$ cat config.mk
export PLATFORM = sky130hd
export DESIGN_NAME = inst_mem_boot_ctrl
export DESIGN_NICKNAME = d
export VERILOG_FILES = /design/src/rtl/inst_mem_boot_ctrl.sv
export SDC_FILE = /design/constraint.sdc
export NUM_CORES = 1
export LEC_CHECK = 0
export BUFFER_PORTS_ARGS = -buffer_cell sky130_fd_sc_hd__buf_2
export CAP_MARGIN = 10
export CORE_MARGIN = 1.5
export CORE_UTILIZATION = 39
export CTS_CLUSTER_DIAMETER = 40
export DETAILED_ROUTE_END_ITERATION = 8
export HOLD_SLACK_MARGIN = 0.08
export PLACE_DENSITY = 0.84
export SLEW_MARGIN = 0
export SYNTH_ARGS = -nofsm -noshare
export SYNTH_HDL_FRONTEND = slang
export SYNTH_SLANG_ARGS = --single-unit
$ cat constraint.sdc
create_clock -name clk -period 1.7 [get_ports clk]
set_input_delay 0 -clock clk [delete_from_list [all_inputs] [get_ports clk]]
set_output_delay 0 -clock clk [all_outputs]
set_load 0.03 [all_outputs]
$ cat src/rtl/inst_mem_boot_ctrl.sv
// inst_mem_boot_ctrl
// Owns the instruction memory port. After reset it loads a byte-serial program
// from address 0 upward and zero-fills the rest of memory. It then hands the
// port to the fetch stage, which it guards against illegal PCs.
//
// state | meaning
// ------+-----------------------------------------------------------
// LOAD  | accept loader bytes, write M[wptr], fetch stalled
// CLEAR | zero-fill M[wptr..MEM_BYTES-1], fetch stalled
// RUN   | memory address follows pc, inst delivered combinationally

module inst_mem_boot_ctrl #(
    parameter int MEM_BYTES = 256,
    parameter int AW        = 32
) (
    input  logic          clk,
    input  logic          rst_n,
    input  logic          ld_valid,
    input  logic [7:0]    ld_data,
    input  logic          ld_last,
    output logic          ld_ready,
    input  logic          reload_req,
    input  logic [AW-1:0] pc,
    output logic [31:0]   inst,
    output logic          fetch_stall,
    output logic          fetch_fault,
    output logic          boot_done,
    output logic [AW-1:0] mem_address,
    output logic          mem_we,
    output logic [7:0]    mem_wdata,
    input  logic [31:0]   mem_rdata
);

    // One extra bit so the write pointer can represent MEM_BYTES itself.
    localparam int              WPW       = $clog2(MEM_BYTES) + 1;
    localparam logic [WPW-1:0]  LAST_ADDR = WPW'(MEM_BYTES - 1);
    localparam logic [AW-1:0]   PC_MAX    = AW'(MEM_BYTES - 4);

    typedef enum logic [1:0] {
        LOAD  = 2'd0,
        CLEAR = 2'd1,
        RUN   = 2'd2
    } state_t;

    state_t         state;
    logic [WPW-1:0] wptr;
    logic           fault_q;
    logic           done_q;
    logic           stall_q;
    logic           pc_legal;

    // A fetch is legal only when word aligned and the whole word lies in memory.
    assign pc_legal = (pc[1:0] == 2'b00) && (pc <= PC_MAX);

    // Sequencer: load, zero-fill, run; status flags move with the state.
    always_ff @(posedge clk or negedge rst_n) begin
        if (!rst_n) begin
            state   <= LOAD;
            wptr    <= '0;
            fault_q <= 1'b0;
            done_q  <= 1'b0;
            stall_q <= 1'b1;
        end else begin
            case (state)
                LOAD: begin
                    if (ld_valid) begin
                        wptr <= wptr + WPW'(1);
                        // Writing the top byte fills memory: treat it as last.
                        if (wptr == LAST_ADDR) begin
                            state   <= RUN;
                            done_q  <= 1'b1;
                            stall_q <= 1'b0;
                        end else if (ld_last) begin
                            state <= CLEAR;
                        end
                    end
                end
                CLEAR: begin
                    wptr <= wptr + WPW'(1);
                    if (wptr == LAST_ADDR) begin
                        state   <= RUN;
                        done_q  <= 1'b1;
                        stall_q <= 1'b0;
                    end
                end
                RUN: begin
                    // Reload takes priority over recording a fault on the same cycle.
                    if (reload_req) begin
                        state   <= LOAD;
                        wptr    <= '0;
                        fault_q <= 1'b0;
                        done_q  <= 1'b0;
                        stall_q <= 1'b1;
                    end else if (!pc_legal) begin
                        fault_q <= 1'b1;
                    end
                end
                default: begin
                    state   <= LOAD;
                    wptr    <= '0;
                    fault_q <= 1'b0;
                    done_q  <= 1'b0;
                    stall_q <= 1'b1;
                end
            endcase
        end
    end

    assign fetch_fault = fault_q;
    assign boot_done   = done_q;
    assign fetch_stall = stall_q;

    // Memory port mux and instruction path, selected by state.
    always_comb begin
        ld_ready    = 1'b0;
        mem_we      = 1'b0;
        mem_wdata   = 8'h00;
        mem_address = '0;
        inst        = 32'h0;
        case (state)
            LOAD: begin
                ld_ready    = 1'b1;
                mem_address = AW'(wptr);
                mem_wdata   = ld_data;
                mem_we      = ld_valid;
            end
            CLEAR: begin
                mem_address = AW'(wptr);
                mem_we      = 1'b1;
            end
            RUN: begin
                mem_address = pc;
                // Illegal fetches get a nop (sll $0,$0,0) rather than stale data.
                inst = pc_legal ? mem_rdata : 32'h0;
            end
            default: begin
                ld_ready = 1'b0;
            end
        endcase
    end

endmodule

== Word level (Yosys, flattened, before mapping) ==
Index checks and enable logic that the tools add are counted.

* Input port bits: 77
* Word-level logic and storage cells: 49
* Register bits: 14

* $add $sub $neg: 1
* Bitwise logic cells: 1
* Eq/ne operators: 8
* Reductions and logical operators: 7
* Muxes and demuxes: 26
* $lt $le $gt $ge: 1

{| class="wikitable"
|+ Operators with widths
! cell !! number
|-
| 2-to-1 mux 32 bit || 2
|-
| case mux 32 bit (2 select lines) || 1
|-
| less-or-equal comparator 32 x 8 -> 1 bit, second input constant || 1
|-
| case mux 9 bit (3 select lines) || 1
|-
| 2-to-1 mux 9 bit || 2
|-
| 2-to-1 mux 2 bit || 5
|-
| adder 9 x 1 -> 9 bit, second input constant || 1
|-
| equality test 9 x 8 -> 1 bit, second input constant || 1
|-
| 2-to-1 mux 1 bit || 9
|-
| 2-to-1 mux 8 bit || 1
|-
| inequality test 2 bit, second input constant || 3
|-
| inequality test 3 bit, second input constant || 2
|-
| case mux 1 bit (3 select lines) || 2
|-
| case mux 2 bit (3 select lines) || 1
|-
| zero test 2 bit || 2
|-
| case mux 1 bit (2 select lines) || 2
|-
| AND reduction 2 bit || 2
|-
| AND reduction 4 bit || 1
|-
| equality test 2 x 1 -> 1 bit, second input constant || 1
|-
| equality test 2 bit, second input constant || 1
|-
| OR reduction 2 bit || 1
|-
| logical AND 1 bit || 1
|-
| NOT 1 bit || 1
|}

== Longest topological paths before layout ==
* Depth in word-level cells: 5
* Gate-level depth with buffers: 6
* Depth with buffers taken out: 6

== Worst setup path after synthesis ==
OpenSTA, ideal clock, no wires.

* Kind: register to output
* From: reg state[0]
* To: out inst[0]
* Arrival time: 1.650 ns
* Cell stages (with the launch flop): 4
* Buffers on the path: 0
* Path slack: 0.050 ns
* Data required time: 1.700 ns
* Cells stage by stage: dfrtp_1 > inv_1 > nand2_1 > nor4_1

* Longest elaborated chain between the ends: 2

{| class="wikitable"
|+ Ends and longest elaborated chain
! what !! line !! source
|-
| from (decl) || 45 || <nowiki>state_t state;</nowiki>
|-
| from (signal assigned) || 58 || <nowiki>state <= LOAD;</nowiki>
|-
| from (signal assigned) || 70 || <nowiki>state <= RUN;</nowiki>
|-
| from (signal assigned) || 74 || <nowiki>state <= CLEAR;</nowiki>
|-
| equality test 2 bit || 120 || <nowiki>case (state)</nowiki>
|-
| 2-to-1 mux 32 bit || 120 ||
|-
| to (decl) || 24 || <nowiki>output logic [31:0] inst,</nowiki>
|}

No other way between the ends.

== Final worst setup path ==
* From: reg wptr[0]
* To: reg wptr[8]

* Longest elaborated chain between the ends: 3

{| class="wikitable"
|+ Ends and longest elaborated chain
! what !! line !! source
|-
| from (decl) || 46 || <nowiki>logic [WPW-1:0] wptr;</nowiki>
|-
| from (signal assigned) || 67 || <nowiki>wptr <= wptr + WPW'(1);</nowiki>
|-
| from (signal assigned) || 79 || <nowiki>wptr <= wptr + WPW'(1);</nowiki>
|-
| adder 9 x 1 -> 9 bit * || 67, 79 ||
|-
| 2-to-1 mux 9 bit || 66 || <nowiki>if (ld_valid) begin</nowiki>
|-
| case mux 9 bit (3 select lines) * || 64 || <nowiki>case (state)</nowiki>
|}

Mark *: on every way between the ends. The rest lies on a longest branch, timed or not. The select of a mux whose other input is x is not followed.
A chain may end at the register's enable or synchronous reset.

==> flow_summary.html <==
<table>
<tr><th>Metric</th><th>Value</th></tr>
<tr><th colspan="2">Critical path</th></tr>
<tr><td>Kind of start point of the critical path</td><td>flip-flop</td></tr>
<tr><td>Highest net fanout along the worst path</td><td>4</td></tr>
<tr><td>Data arrival, critical path</td><td>1.70 ns</td></tr>
<tr><td>Critical path class</td><td>flip-flop to flip-flop</td></tr>
<tr><td>Setup crit end kind</td><td>flip-flop</td></tr>
<tr><td>Worst EP required</td><td>1.84 ns</td></tr>
<tr><th colspan="2">Routing</th></tr>
<tr><td>Remaining antenna violation count after routing</td><td>0</td></tr>
<tr><td>First-pass iteration count of the detailed router</td><td>4</td></tr>
<tr><td>Total detailed-routing wirelength</td><td>5.57 mm</td></tr>
<tr><td>Average vias per placed instance</td><td>4.96</td></tr>
<tr><td>Detailed router's first-iteration violation count</td><td>87</td></tr>
<tr><td>Post-route DRC violation count</td><td>0</td></tr>
<tr><td>Via total after detailed routing</td><td>2082</td></tr>
<tr><td>Drt wl/cell</td><td>13.3 um</td></tr>
<tr><th colspan="2">STA</th></tr>
<tr><td>Share of the clock period used by the worst path</td><td>0.916</td></tr>
<tr><td>Worst clock skew on the final layout</td><td>0.00228 ns</td></tr>
<tr><td>RSZ-0062 raised after global routing</td><td>no</td></tr>
<tr><td>Post-layout minimum cycle time</td><td>1.56 ns</td></tr>
<tr><td>Headroom to the max-slew limit</td><td>0.640</td></tr>
<tr><td>Worst hold slack</td><td>0.0920 ns</td></tr>
<tr><td>Total count of max-transition violations in the final report</td><td>0</td></tr>
<tr><td>Max Clock Freq</td><td>642 MHz</td></tr>
<tr><td>Setup violations, final</td><td>0</td></tr>
<tr><td>Final-report hold violation count</td><td>0</td></tr>
<tr><td>Final-layout setup total negative slack</td><td>0 ns</td></tr>
<tr><td>Actual transition at the worst max-transition pin</td><td>0.539 ns</td></tr>
<tr><th colspan="2">Yosys</th></tr>
<tr><td>Most common cell in the netlist</td><td>sky130_fd_sc_hd__inv_1</td></tr>
<tr><td>Top-area cell type share of the netlist area</td><td>0.191</td></tr>
<tr><td>Number of warning messages in the yosys log</td><td>0</td></tr>
<tr><td>Number of instances in the synthesized netlist</td><td>217</td></tr>
<tr><td>Synth async-reset ratio</td><td>1.00</td></tr>
<tr><td>Synth Area per Inst</td><td>8.16 um^2</td></tr>
<tr><td>Most used DFF post-synth</td><td>sky130_fd_sc_hd__dfrtp_1</td></tr>
<tr><td>Number of distinct standard cells referenced by the synthesized netlist</td><td>34</td></tr>
<tr><td>Count of flip-flops with a built-in enable after synthesis</td><td>0</td></tr>
<tr><td>Synth Register Bits</td><td>14</td></tr>
<tr><td>Library cell occupying the most area in the post-synthesis netlist</td><td>sky130_fd_sc_hd__nor4_2</td></tr>
<tr><td>Post-synth design cell area</td><td>1770 um^2</td></tr>
<tr><td>Post-synthesis net count</td><td>296</td></tr>
<tr><td>Sequential share of the synthesized area</td><td>0.199</td></tr>
<tr><td>Dominant cells by area after synthesis</td><td>sky130_fd_sc_hd__nor4_2 (19%), sky130_fd_sc_hd__dfrtp_1 (18%), sky130_fd_sc_hd__and2_1 (11%)</td></tr>
<tr><td>Top post-synthesis cells by count</td><td>sky130_fd_sc_hd__inv_1 (43), sky130_fd_sc_hd__and2_1 (32), sky130_fd_sc_hd__nor4_2 (27)</td></tr>
<tr><th colspan="2">Power</th></tr>
<tr><td>Maximum VDD drop</td><td>0.000649 V</td></tr>
<tr><td>Leakage</td><td>0.00148 uW</td></tr>
<tr><td>Power Density</td><td>623 nW/um^2</td></tr>
<tr><th colspan="2">Place</th></tr>
<tr><td>Half-perimeter wire length after placement</td><td>4.35 mm</td></tr>
<tr><td>Routability congestion estimate from global placement</td><td>0.849</td></tr>
<tr><td>Cell Area, Placed</td><td>2550 um^2</td></tr>
<tr><td>Number of buffers inserted by port buffering</td><td>153</td></tr>
<tr><td># placed instances</td><td>413</td></tr>
<tr><th colspan="2">CTS</th></tr>
<tr><td>Number of buffers added by the clock tree synthesis step</td><td>3</td></tr>
<tr><td>Largest buffer count on any clock path</td><td>2</td></tr>
<tr><td>Clock root buffer master</td><td>sky130_fd_sc_hd__clkbuf_8</td></tr>
<tr><td>Clock latency reported for the late side of the worst-skew pair</td><td>0.25 ns</td></tr>
<tr><td>Clock tree from TritonCTS</td><td>yes</td></tr>
<tr><td>Post-CTS Setup Inserts</td><td>0</td></tr>
<tr><td>Clock transition at the registers of the reported paths</td><td>0.06 ns</td></tr>
<tr><td>Total number of H-tree levels</td><td>1</td></tr>
<tr><td>Clock sink total</td><td>14</td></tr>
<tr><th colspan="2">Layout</th></tr>
<tr><td>Final cell count without fillers</td><td>420</td></tr>
<tr><td>Antenna diode instance count</td><td>0</td></tr>
<tr><td>Post-route cell area</td><td>2650 um^2</td></tr>
<tr><td>Layout Nets</td><td>448</td></tr>
<tr><td>Synthesis-to-finish area growth</td><td>49.9%</td></tr>
<tr><td>Layout cells sized above 1</td><td>0.565</td></tr>
<tr><th colspan="2">Floorplanning</th></tr>
<tr><td>Number of rows in the core area</td><td>24</td></tr>
<tr><td>Number of top-level pins</td><td>154</td></tr>
<tr><td>Die Area</td><td>4950 um^2</td></tr>
<tr><td>Initial cell density of the core</td><td>0.407</td></tr>
<tr><td>Die height</td><td>70.4 um</td></tr>
<tr><td>Core Footprint</td><td>4350 um^2</td></tr>
<tr><td>Die Span X</td><td>70.4 um</td></tr>
<tr><th colspan="2">Global route</th></tr>
<tr><td>First-pass GRT wire length</td><td>8.40 mm</td></tr>
<tr><td>Initial antenna violation count</td><td>0</td></tr>
<tr><td>GR Util All Layers</td><td>0.203</td></tr>
<tr><td>Overall overflow remaining after global route</td><td>0</td></tr>
<tr><td>Pin count of the biggest net entering global routing</td><td>34</td></tr>
<tr><td>Number of global-route vias before repair</td><td>1811</td></tr>
<tr><th colspan="2">Run status</th></tr>
<tr><td>Run status</td><td>finished clean</td></tr>
<tr><th colspan="2">Job</th></tr>
<tr><td>Count of maximum capacitance violations</td><td>0</td></tr>
<tr><th colspan="2">Hold path</th></tr>
<tr><td>Worst hold-check path type</td><td>input port to flip-flop</td></tr>
</table>
==> cell type report <==
cell class	instances	area, um^2
Multi-Input combinational cell	143	1140
Inverter	43	161
Clock buffer	4	55.1
Timing Repair Buffer	164	875
Sequential cell	14	353
Tap cell	52	65.1
Fill cell	391	1700
==> critical path, stage by stage (launching register included) <==
cell and delay (ns):
sky130_fd_sc_hd__dfrtp_1 0.41, sky130_fd_sc_hd__ha_1 0.18, sky130_fd_sc_hd__nand2_1 0.09, sky130_fd_sc_hd__nor3_1 0.19, sky130_fd_sc_hd__ha_2 0.31, sky130_fd_sc_hd__o31ai_1 0.26
==> repair_timing <==
| item | in CTS | in global routing |
|---|---|---|
| hold buffers | 3 | 0 |
| resized for setup | 0 | 7 |
| setup endpoints to repair | 0 | 26 |
| endpoints found under the hold margin | 16 | 0 |
==> layer usage <==
metal / vias to the layer above / routed length [um] / GRT usage
li1: 1035 / - / -
met1: 950 / 2130 / 0.245
met2: 86 / 2940 / 0.372
met3: 11 / 358 / 0.0188
met4: 0 / 136 / 0.0684
met5: - / 0 / 0
==> power breakdown <==
group | internal, uW | switching (uW)
combinational | 307 | 494
clock | 206 | 127
sequential | 429 | 91.4
total | 942 | 712
==> path summary, 6_finish.rpt <==
kind                       cells past startpoint  slack [ns]         from     endpoint
max in group asynchronous                      2        1.24        rst_n  fetch_stall
max                                            5        0.14      wptr[0]      wptr[8]
min in group asynchronous                      2        0.17        rst_n      wptr[5]
min reg2reg                                    2        0.50  fetch_stall  fetch_stall
max reg2reg                                    5        0.14      wptr[0]      wptr[8]
min                                            3        0.09     ld_valid     state[0]
==> flip-flops by register name, indices dropped and copies added (netlist names) <==
| register | count |
|---|---|
| fetch_stall | 1 |
| fetch_fault | 1 |
| boot_done | 1 |
| wptr | 9 |
| state | 2 |
==> cell families (layout without fill, tap and decap cells) <==
kind of cell / Yosys count / after routing / synth area share
DFF: 14 / 14 / 0.199
buffers and inverters: 60 / 211 / 0.164
and+or+nand+nor: 107 / 107 / 0.461
adders and majority gates: 2 / 2 / 0.0141
muxes: 8 / 8 / 0.0530
AOI/OAI and AO/OA: 26 / 26 / 0.110
==> per-stage QoR <==
step	utilization	setup WS (ns)	power (uW)
after detailed placement	0.586	0.180	1320
after global routing	0.609	0.00393	1760
after floorplan	-	0.0504	1040
after CTS	0.606	0.0174	1660
after global placement	0.586	0.245	1290
final	0.609	0.143	1650
==> cell usage in the layout (no fill, tap or decap), drive strengths merged <==
master,count
a21boi,2
dlygate4sd3,3
mux2i,7
dfrtp,13
a2111oi,1
nor4,38
nand2b,1
o21a,2
and2,32
o31ai,1
o21ai,4
dfstp,1
nand4,2
o31a,1
clkbuf,5
buf,160
o22ai,9
inv,43
ha,2
a21oi,2
nor2b,1
nor2,2
nor3,2
mux2,1
nand3,5
nand2,24
a211oi,3
o21ba,1
Note: power is estimated with default switching activity, not from simulation.
